<file path="src/rtl/uart_pkg.sv">
// Shared definitions for the UART echo engine: parity modes, FSM encodings, parity helper.
package uart_pkg;

    localparam int unsigned PAR_NONE = 0;
    localparam int unsigned PAR_ODD  = 1;
    localparam int unsigned PAR_EVEN = 2;

    typedef enum logic [2:0] {
        RxIdle,
        RxStart,
        RxData,
        RxParity,
        RxStop
    } rx_state_e;

    typedef enum logic [2:0] {
        TxIdle,
        TxStart,
        TxData,
        TxParity,
        TxStop
    } tx_state_e;

    // Parity bit that gives data^bit == 1 (odd) or == 0 (even); unused data bits must be zero.
    function automatic logic parity_bit(input logic [7:0] data, input int unsigned ptype);
        if (ptype == PAR_ODD) begin
            return ~(^data);
        end
        return ^data;
    endfunction

endpackage

</file>
<file path="src/rtl/uart_sync_fifo.sv">
// Single-clock FIFO; pointers carry an extra wrap bit so full and empty are distinguishable.
module uart_sync_fifo #(
    parameter int unsigned WIDTH = 8,
    parameter int unsigned DEPTH = 16
) (
    input  logic                     clk_i,
    input  logic                     rst_i,
    input  logic                     push_i,
    input  logic                     pop_i,
    input  logic [WIDTH-1:0]         din_i,
    output logic [WIDTH-1:0]         dout_o,
    output logic                     full_o,
    output logic                     empty_o,
    output logic [$clog2(DEPTH):0]   count_o
);

    localparam int unsigned AW = $clog2(DEPTH);

    logic [WIDTH-1:0] mem_q [DEPTH];
    logic [AW:0]      wr_ptr_q, wr_ptr_d;
    logic [AW:0]      rd_ptr_q, rd_ptr_d;
    logic             push_ok;
    logic             pop_ok;

    // Status, read data and pointer advance
    always_comb begin
        count_o  = wr_ptr_q - rd_ptr_q;
        full_o   = (count_o == (AW + 1)'(DEPTH));
        empty_o  = (wr_ptr_q == rd_ptr_q);
        dout_o   = mem_q[rd_ptr_q[AW-1:0]];
        pop_ok   = pop_i && !empty_o;
        // A full FIFO still takes a push when the same cycle pops
        push_ok  = push_i && (!full_o || pop_ok);
        wr_ptr_d = push_ok ? wr_ptr_q + (AW + 1)'(1) : wr_ptr_q;
        rd_ptr_d = pop_ok ? rd_ptr_q + (AW + 1)'(1) : rd_ptr_q;
    end

    // Pointer registers
    always_ff @(posedge clk_i or posedge rst_i) begin
        if (rst_i) begin
            wr_ptr_q <= '0;
            rd_ptr_q <= '0;
        end else begin
            wr_ptr_q <= wr_ptr_d;
            rd_ptr_q <= rd_ptr_d;
        end
    end

    // Storage array, written on accepted push
    always_ff @(posedge clk_i) begin
        if (push_ok) begin
            mem_q[wr_ptr_q[AW-1:0]] <= din_i;
        end
    end

endmodule

</file>
<file path="src/rtl/uart_fifo_echo.sv">
// UART echo engine: RX frames are checked, good bytes buffered, and retransmitted on TX.
module uart_fifo_echo
    import uart_pkg::*;
#(
    parameter int unsigned FREQ       = 50000000,
    parameter int unsigned BPS        = 9600,
    parameter int unsigned DATA_BITS  = 8,
    parameter int unsigned PARITY     = 0,
    parameter int unsigned STOP_BITS  = 1,
    parameter int unsigned FIFO_DEPTH = 16
) (
    input  logic                          clk,
    input  logic                          sys_rst,
    input  logic                          uart_rxd,
    output logic                          uart_txd,
    output logic [$clog2(FIFO_DEPTH):0]   fifo_count,
    output logic                          tx_busy,
    output logic                          parity_err,
    output logic                          frame_err,
    output logic                          overflow
);

    localparam int unsigned CLKS_PER_BIT = FREQ / BPS;
    localparam int unsigned CW           = $clog2(CLKS_PER_BIT);
    localparam logic [CW-1:0] BitMax     = CW'(CLKS_PER_BIT - 1);
    localparam logic [CW-1:0] HalfMax    = CW'(CLKS_PER_BIT / 2 - 1);
    localparam logic [2:0]    LastBit    = 3'(DATA_BITS - 1);
    localparam logic          StopLast   = 1'(STOP_BITS - 1);
    localparam bit            HasParity  = (PARITY != PAR_NONE);

    // ---------------- RX ----------------
    logic            rx_s1_q, rx_s2_q, rx_prev_q;
    rx_state_e       rx_state_q, rx_state_d;
    logic [CW-1:0]   rx_cnt_q, rx_cnt_d;
    logic [2:0]      rx_bit_q, rx_bit_d;
    logic [7:0]      rx_data_q, rx_data_d;
    logic            rx_par_q, rx_par_d;
    logic            rx_done;

    // ---------------- FIFO ----------------
    logic            fifo_push, fifo_pop, fifo_full, fifo_empty;
    logic [7:0]      fifo_dout;
    logic            rx_good;

    // ---------------- TX ----------------
    tx_state_e       tx_state_q, tx_state_d;
    logic [CW-1:0]   tx_cnt_q, tx_cnt_d;
    logic [2:0]      tx_bit_q, tx_bit_d;
    logic            tx_stop_q, tx_stop_d;
    logic [7:0]      tx_shift_q, tx_shift_d;
    logic            tx_par_q, tx_par_d;
    logic            txd_q, txd_d;
    logic            tx_load;

    // Synchroniser and RX state registers
    always_ff @(posedge clk or posedge sys_rst) begin
        if (sys_rst) begin
            rx_s1_q    <= 1'b1;
            rx_s2_q    <= 1'b1;
            rx_prev_q  <= 1'b1;
            rx_state_q <= RxIdle;
            rx_cnt_q   <= '0;
            rx_bit_q   <= '0;
            rx_data_q  <= '0;
            rx_par_q   <= 1'b0;
        end else begin
            rx_s1_q    <= uart_rxd;
            rx_s2_q    <= rx_s1_q;
            rx_prev_q  <= rx_s2_q;
            rx_state_q <= rx_state_d;
            rx_cnt_q   <= rx_cnt_d;
            rx_bit_q   <= rx_bit_d;
            rx_data_q  <= rx_data_d;
            rx_par_q   <= rx_par_d;
        end
    end

    // RX next state: start on a synchronised falling edge only, so a held-low line is ignored
    always_comb begin
        rx_state_d = rx_state_q;
        rx_cnt_d   = rx_cnt_q;
        rx_bit_d   = rx_bit_q;
        rx_data_d  = rx_data_q;
        rx_par_d   = rx_par_q;
        rx_done    = 1'b0;
        unique case (rx_state_q)
            RxIdle: begin
                if (rx_prev_q && !rx_s2_q) begin
                    rx_state_d = RxStart;
                    rx_cnt_d   = '0;
                end
            end
            RxStart: begin
                if (rx_cnt_q == HalfMax) begin
                    rx_cnt_d = '0;
                    if (rx_s2_q) begin
                        rx_state_d = RxIdle;
                    end else begin
                        rx_state_d = RxData;
                        rx_bit_d   = '0;
                        rx_data_d  = '0;
                    end
                end else begin
                    rx_cnt_d = rx_cnt_q + CW'(1);
                end
            end
            RxData: begin
                if (rx_cnt_q == BitMax) begin
                    rx_cnt_d            = '0;
                    rx_data_d[rx_bit_q] = rx_s2_q;
                    if (rx_bit_q == LastBit) begin
                        rx_state_d = HasParity ? RxParity : RxStop;
                    end else begin
                        rx_bit_d = rx_bit_q + 3'd1;
                    end
                end else begin
                    rx_cnt_d = rx_cnt_q + CW'(1);
                end
            end
            RxParity: begin
                if (rx_cnt_q == BitMax) begin
                    rx_cnt_d   = '0;
                    rx_par_d   = rx_s2_q;
                    rx_state_d = RxStop;
                end else begin
                    rx_cnt_d = rx_cnt_q + CW'(1);
                end
            end
            RxStop: begin
                if (rx_cnt_q == BitMax) begin
                    rx_cnt_d   = '0;
                    rx_done    = 1'b1;
                    rx_state_d = RxIdle;
                end else begin
                    rx_cnt_d = rx_cnt_q + CW'(1);
                end
            end
            default: rx_state_d = RxIdle;
        endcase
    end

    // Error classification at stop sample; exactly one outcome per received frame
    always_comb begin
        frame_err  = rx_done && !rx_s2_q;
        parity_err = rx_done && rx_s2_q && HasParity &&
                     (rx_par_q != parity_bit(rx_data_q, PARITY));
        rx_good    = rx_done && rx_s2_q && !parity_err;
        overflow   = rx_good && fifo_full && !fifo_pop;
        fifo_push  = rx_good && (!fifo_full || fifo_pop);
    end

    uart_sync_fifo #(
        .WIDTH (8),
        .DEPTH (FIFO_DEPTH)
    ) u_fifo (
        .clk_i   (clk),
        .rst_i   (sys_rst),
        .push_i  (fifo_push),
        .pop_i   (fifo_pop),
        .din_i   (rx_data_q),
        .dout_o  (fifo_dout),
        .full_o  (fifo_full),
        .empty_o (fifo_empty),
        .count_o (fifo_count)
    );

    // TX state registers; line output is registered and idles high
    always_ff @(posedge clk or posedge sys_rst) begin
        if (sys_rst) begin
            tx_state_q <= TxIdle;
            tx_cnt_q   <= '0;
            tx_bit_q   <= '0;
            tx_stop_q  <= 1'b0;
            tx_shift_q <= '0;
            tx_par_q   <= 1'b0;
            txd_q      <= 1'b1;
        end else begin
            tx_state_q <= tx_state_d;
            tx_cnt_q   <= tx_cnt_d;
            tx_bit_q   <= tx_bit_d;
            tx_stop_q  <= tx_stop_d;
            tx_shift_q <= tx_shift_d;
            tx_par_q   <= tx_par_d;
            txd_q      <= txd_d;
        end
    end

    // TX next state: a word is popped from IDLE or straight out of the last stop bit
    always_comb begin
        tx_state_d = tx_state_q;
        tx_cnt_d   = tx_cnt_q;
        tx_bit_d   = tx_bit_q;
        tx_stop_d  = tx_stop_q;
        tx_shift_d = tx_shift_q;
        tx_par_d   = tx_par_q;
        txd_d      = txd_q;
        tx_load    = 1'b0;
        unique case (tx_state_q)
            TxIdle: begin
                tx_load = !fifo_empty;
            end
            TxStart: begin
                if (tx_cnt_q == BitMax) begin
                    tx_cnt_d   = '0;
                    tx_bit_d   = '0;
                    tx_state_d = TxData;
                    txd_d      = tx_shift_q[0];
                end else begin
                    tx_cnt_d = tx_cnt_q + CW'(1);
                end
            end
            TxData: begin
                if (tx_cnt_q == BitMax) begin
                    tx_cnt_d = '0;
                    if (tx_bit_q == LastBit) begin
                        if (HasParity) begin
                            tx_state_d = TxParity;
                            txd_d      = tx_par_q;
                        end else begin
                            tx_state_d = TxStop;
                            tx_stop_d  = 1'b0;
                            txd_d      = 1'b1;
                        end
                    end else begin
                        tx_bit_d   = tx_bit_q + 3'd1;
                        tx_shift_d = tx_shift_q >> 1;
                        txd_d      = tx_shift_q[1];
                    end
                end else begin
                    tx_cnt_d = tx_cnt_q + CW'(1);
                end
            end
            TxParity: begin
                if (tx_cnt_q == BitMax) begin
                    tx_cnt_d   = '0;
                    tx_stop_d  = 1'b0;
                    tx_state_d = TxStop;
                    txd_d      = 1'b1;
                end else begin
                    tx_cnt_d = tx_cnt_q + CW'(1);
                end
            end
            TxStop: begin
                if (tx_cnt_q == BitMax) begin
                    tx_cnt_d = '0;
                    if (tx_stop_q == StopLast) begin
                        tx_state_d = TxIdle;
                        tx_load    = !fifo_empty;
                    end else begin
                        tx_stop_d = 1'b1;
                    end
                end else begin
                    tx_cnt_d = tx_cnt_q + CW'(1);
                end
            end
            default: tx_state_d = TxIdle;
        endcase
        if (tx_load) begin
            tx_shift_d = fifo_dout;
            tx_par_d   = parity_bit(fifo_dout, PARITY);
            tx_cnt_d   = '0;
            tx_state_d = TxStart;
            txd_d      = 1'b0;
        end
        fifo_pop = tx_load;
    end

    assign uart_txd = txd_q;
    assign tx_busy  = (tx_state_q != TxIdle);

endmodule

</file>
<file path="config.mk">
export PLATFORM = sky130hd
export DESIGN_NAME = uart_fifo_echo
export DESIGN_NICKNAME = d
export VERILOG_FILES = /design/src/rtl/uart_pkg.sv /design/src/rtl/uart_sync_fifo.sv /design/src/rtl/uart_fifo_echo.sv
export SDC_FILE = /design/constraint.sdc
export NUM_CORES = 1
export LEC_CHECK = 0
export ABC_AREA = 1
export CAP_MARGIN = 20
export CORE_ASPECT_RATIO = 0.7
export CORE_MARGIN = 1
export CORE_UTILIZATION = 55
export DETAILED_ROUTE_END_ITERATION = 16
export HOLD_SLACK_MARGIN = 0.1
export MAX_ROUTING_LAYER = met4
export PLACE_DENSITY = 0.75
export SYNTH_ARGS = -nofsm -noshare
export SYNTH_HDL_FRONTEND = slang
export SYNTH_SLANG_ARGS = --single-unit
</file>
<file path="constraint.sdc">
create_clock -name clk -period 2.4 [get_ports clk]
set_input_delay 0.6 -clock clk [delete_from_list [all_inputs] [get_ports clk]]
set_output_delay 0.6 -clock clk [all_outputs]
set_load 0.01 [all_outputs]
</file>
After elaboration in Yosys (flattened, before gate mapping)
Memory sizes are Yosys's and may differ from the RTL's.
Index checks and enable logic that the tools add are counted.
- order comparisons: 2
- reductions and logical operators: 37
- equal/unequal tests: 37
- multiplexer cells: 62
- $add $sub $neg: 7
- operator list (operator ; count):
    13-bit 2-to-1 mux ; 6
    3-bit 2-to-1 mux ; 20
    8-bit 2-to-1 mux ; 7
    13-bit case mux with 3 select lines ; 1
    2-bit inequality test, second input constant ; 16
    3-bit case mux with 5 select lines ; 2
    13-bit by 1-bit adder with 13-bit output, second input constant ; 2
    13-bit equality test, second input constant ; 2
    3-bit inequality test, second input constant ; 6
    1-bit 2-to-1 mux ; 17
    8-bit case mux with 2 select lines ; 1
    13-bit by 12-bit equality test with 1-bit output, second input constant ; 1
    3-bit by 2-bit equality test with 1-bit output, second input constant ; 4
    3-bit equality test, second input constant ; 4
    3-bit case mux with 2 select lines ; 2
    4-bit AND reduction ; 3
    5-bit by 1-bit adder with 5-bit output, second input constant ; 2
    5-bit AND reduction ; 2
    2-bit nonzero test ; 5
    1-bit logical AND ; 9
    3-bit nonzero test ; 3
    8-bit bitwise mux ; 1
    7-bit AND reduction ; 1
    3-bit by 1-bit adder with 3-bit output, second input constant ; 2
    19 further kinds ; 26
- flip-flop bits (word level): 69
- memories: 1
- memory bits (writable): 128
- input bits: 3
- memory list (name ; words ; bits a word ; rd ports ; clocked after Yosys merged registers in ; write ports ; RTL line ; RTL):
    u_fifo.mem_q ; 16 ; 8 ; 1 ; 0 ; 1 ; uart_sync_fifo.sv:19 ; logic [WIDTH-1:0] mem_q [DEPTH];

Depth between registers and ports, before layout
- depth after elaboration: 10
- mapped depth: 14
- gate-level depth less buffers: 14

Cells and area by module
Synthesis repeated with hierarchy kept, for this count alone.
- cells, all modules: 1000
- area total of the unflattened synthesis: 9502.9 µm²
- modules (own cells, without submodules) (module ; area an instance (µm²) ; cells an instance ; seq. area each (µm²) ; instances):
    uart_sync_fifo ; 5908.2 ; 499 ; 4093.9 ; 1
    uart_fifo_echo ; 3594.7 ; 501 ; 1456.4 ; 1

Worst setup path after synthesis
Ideal clock, no wire load.
- path kind: register to output
- start: register u_fifo.rd_ptr_q[2]
- end: output overflow
- stages on the path, launching flop included: 12
- data arrival time: 2.047 ns
- required time: 1.800 ns
- path slack: -0.247 ns
- cells stage by stage: dfrtp_1 -> clkbuf_1 -> inv_2 -> ha_1 -> a21oi_1 -> nand2_1 -> nand2_1 -> nand2_1 -> nor2_1 -> nand3_2 -> buf_6 -> nor2b_1
- elaborated cells between the ends (all ways): 10
- classes of those cells: 1 x add/sub; 2 x eq/ne; 3 x mux; 4 x reduce/logical
- RTL lines (item ; RTL line ; RTL):
    start: declaration ; uart_sync_fifo.sv:21 ; logic [AW:0] rd_ptr_q, rd_ptr_d;
    start signal: assignment ; uart_sync_fifo.sv:45 ; rd_ptr_q <= rd_ptr_d;
    5-bit subtractor ; uart_sync_fifo.sv:27 ; count_o = wr_ptr_q - rd_ptr_q;
    named net fifo_count[3] ; uart_fifo_echo.sv:16 ; output logic [$clog2(FIFO_DEPTH):0] fifo_count,
    5-bit equality test ; uart_sync_fifo.sv:28 ; full_o = (count_o == (AW + 1)'(DEPTH));
    1-bit logical AND (2 in series) ; uart_fifo_echo.sv:148 ; overflow = rx_good && fifo_full && !fifo_pop;
    end: declaration ; uart_fifo_echo.sv:20 ; output logic overflow
The timed path passes the listed nets, and every way through them passes these cells.

Worst setup path in the final report
- start: register u_fifo.rd_ptr_q[0]
- end: output overflow
- longest elaborated chain between the ends: 7
- elaborated cells between the ends (all ways): 10
- classes of those cells: 1 x add/sub; 2 x eq/ne; 3 x mux; 4 x reduce/logical
- RTL lines (item ; RTL line):
    parallel branches: the longest is 6 deep, another holds 5-bit subtractor ; --
    1-bit logical AND * ; uart_fifo_echo.sv:148
Every way passes the cells marked *.

==> flow_metrics.tcl <==
set metrics [dict create \
    cts.sinks 196 \
    clock_latency_ns 0.44 \
    tritoncts "built" \
    root_buffer "clkbuf_16" \
    grt_pass1_vias 7008 \
    ant_nets 0 \
    synth_area_leaders "edfxtp_1 (40%), dfrtp_1 (17%), nand2_1 (10%)" \
    r2r_start "u_fifo.rd_ptr_q[0]$_DFFE_PP0P_" \
    drt_first_pass_iters 5 \
    die_y_um 112 \
    gp_congestion 0.936 \
    multi_input_area_um2 3600 \
    synth_edf_count 128 \
    ys_warn_count 0 \
    synth.distinct_cells 40 \
    fin_setup_tns_ns -5.34 \
    dieArea_um2 17900 \
    power_leakage_nw 4.60 \
    crit_type "register to output pin" \
    crit_cells 8 \
    cts-buffers-inserted 17 \
    core_um2 16600 \
    cap_violations 0 \
    violations "negative setup slack" \
    yosys.area.top_type "edfxtp_1" \
    max_freq_mhz 360 \
    reg2regPathDepth 13 \
    start_util_pct 57.5 \
    syn-cell-area_um2 9570 \
    dp_hpwl_um 14700 \
    drive_gt1_share_pct 16.7 \
    grt_use_total_pct 27.6 \
    endpoint "overflow" \
    hold_viol 0 \
    num_vias 7481 \
    grt_max_degree 75 \
    rsz0062_at_grt "true" \
    cts_buffer_depth 2 \
    tightest_slew_ns 0.770 \
    nNetsFinal 1128 \
    detail_route.wl_per_cell_um 16.8 \
    crit_path_end_kind "output pin" \
    status "complete, but fails checks" \
    power.density_nw_per_um2 702 \
    rows 39 \
    seq_area_um2 5550 \
    via_per_inst 5.55 \
    synth.avg_cell_area_um2 9.25 \
    ys_ff_latch 196 \
    antenna_cells 0 \
    grt_antenna_before_repair 0 \
    critPathMaxFanout 2 \
    max_slew_margin_pct 48.6 \
    nFillCells 1286 \
    die_x_um 160 \
    clk_pin_slew_ns 0.07 \
    syn_inst 1034 \
    ys_seq_area_share_pct 58.0 \
    drt-total-wl_um 22700 \
    async_reset_ff_share_pct 34.7 \
    grt_pass1_wl_um 36700 \
    synth_top_area_share_pct 40.2 \
    r2r-end "u_fifo.mem_q[15][6]$_DFFE_PP_" \
    cp_top_family "adder cells" \
    overflow 0 \
    slew_violations 0 \
    post-route-period-util_pct 116 \
    finalSetupViolCount 131 \
    fin_skew_ns 0.0170 \
    portBuffers 11 \
    io_pins 13 \
    ir_worst_vdd_mv 0.621 \
    critPathArrivalTime_ns 2.18 \
    crit_path_max_incr_delay_ns 0.43 \
    whs_path_depth 0 \
    worstPathRequired_ns 1.80 \
    crit_path_start_kind "register" \
    synth_top_flop_cell "edfxtp_1" \
    synth_fp_nets 1053 \
    drt-initial-drc-count 775 \
    worst-r2r-setup-slack_ns -0.08 \
    crit_buf_inv 2 \
    crit_start "u_fifo.rd_ptr_q[0]$_DFFE_PP0P_" \
    min_path_type "register to register" \
    fin_ws_ns -0.377 \
    final.min_clock_period_ns 2.78 \
    postCtsHoldBufs 0 \
    ctsHtreeMaxLevel 4 \
    worstPathCellList "ha_4 -> fa_2 -> buf_4 -> xnor2_2 -> nor3_2 -> nand3_2 -> nor2b_1 -> buf_2" \
    area_delta_synth_final_pct 16.2 \
    hold_ws_ns 0.358 \
    worst_path_max_delay_cell "dfrtp_2" \
    drc 0 \
]
## synthesized netlist by cell type (6+ instances only)
cell type and instances:
buf_2 20, clkbuf_1 9, dfrtp_1 64, edfxtp_1 128, ha_1 15, inv_1 72
inv_2 14, nand2_1 266, nand2_2 6, nand3_1 82, nand3b_1 11, nand4_1 29
nor2_1 140, nor3_1 19, o211ai_1 11, o21ai_0 87, xor2_1 11
## cells by family (layout without fill, tap and decap cells)
kind of cell	count (synthesis)	count (layout)	share of synthesized area (%)
adder cells (fa/ha/maj)	16	16	2.17
AO/OA/AOI/OAI	111	111	6.23
AND/OR/NAND/NOR	575	575	27.0
XOR/XNOR	12	12	1.10
flip-flops	196	196	58.0
buffers and inverters	123	211	5.48
other	1	1	0.0392
## flip-flops by register name, indices dropped and copies added (netlist names)
name / cells
rx_cnt_q: 13
tx_state_q: 3
uart_txd: 1
tx_shift_q: 8
rx_s1_q: 1
rx_data_q: 8
rx_bit_q: 3
rx_prev_q: 1
rx_s2_q: 1
u_fifo.rd_ptr_q: 5
u_fifo.wr_ptr_q: 5
tx_cnt_q: 13
tx_bit_q: 3
rx_state_q: 3
u_fifo.mem_q: 128
## cell usage in the layout, fill, tap and decap left out, drive strengths merged
cell type	instances
clkdlybuf4s50	3
xor2	11
clkinvlp	3
nand3	90
o31ai	1
fa	1
dlymetal6s2s	1
o22ai	1
a21o	1
nand4	29
nor2	145
conb	1
o21bai	1
bufinv	1
a21oi	3
dlygate4sd2	1
clkbuf	19
xnor2	1
dfstp	4
edfxtp	128
o21ai	93
nand2	273
clkinv	4
inv	92
o211ai	11
or2	2
dfrtp	64
ha	15
nor3	24
buf	87
nor2b	1
nand3b	11
## through the flow
stage | instance area [µm²] | worst slack [ns] | cells | utilization (%) | power (W)
floorplan | 9570 | -0.137 | 1034 | - | 0.00461
global placement | 10300 | -0.388 | 1307 | 62.0 | 0.00487
detailed placement | 10300 | -0.421 | 1307 | 62.0 | 0.00491
CTS | 11000 | -0.422 | 1343 | 66.4 | 0.00779
global route | 11100 | -0.516 | 1347 | 66.8 | 0.00806
finish | 11100 | -0.377 | 1347 | 66.8 | 0.00780
## per-layer routing
| layer | wire, µm | track usage, % | vias to the layer above |
|---|---|---|---|
| met5 | 0 | - | - |
| met4 | 374 | 8.53 | 0 |
| met3 | 2000 | 5.54 | 39 |
| met2 | 9800 | 38.8 | 314 |
| met1 | 10500 | 40.3 | 3509 |
| li1 | - | - | 3619 |
## how the worst min path moves through the flow
stage                                  from                 to  slack (ns)
after CTS                 rx_s1_q$_DFF_PP1_  rx_s2_q$_DFF_PP1_        0.36
after floorplan           rx_s1_q$_DFF_PP1_  rx_s2_q$_DFF_PP1_        0.35
after global routing      rx_s1_q$_DFF_PP1_  rx_s2_q$_DFF_PP1_        0.36
after detailed placement  rx_s1_q$_DFF_PP1_  rx_s2_q$_DFF_PP1_        0.35
final                     rx_s1_q$_DFF_PP1_  rx_s2_q$_DFF_PP1_        0.36
after global placement    rx_s1_q$_DFF_PP1_  rx_s2_q$_DFF_PP1_        0.35
## area by class of cell
cell class,count,area share [%]
well taps,225,2.53
multi-input cells,715,32.4
clock buffers,19,4.28
repair buffers,92,6.71
clock inverters,13,1.19
flip-flops and latches,196,49.9
inverters,87,2.96
## what timing repair did
item,CTS,global route
cloned,0,0
setup endpoints to repair,135,145
pin swaps,11,4
buffers inserted,7,4
resized for setup,47,13
## worst register-to-register path: cells and delay by family, from the launching register on
family / cells / cell delay (ns)
adder cells (fa/ha/maj): 2 / 0.52
buffers and inverters: 3 / 0.49
flip-flops: 1 / 0.43
AND/OR/NAND/NOR: 8 / 0.73
## where the power goes
part           switching [W]  internal (W)
clock                0.00133       0.00158
combinational       0.000670      0.000290
sequential          0.000180       0.00374
total                0.00218       0.00562
No activity file was read; power rests on OpenSTA's default activity.
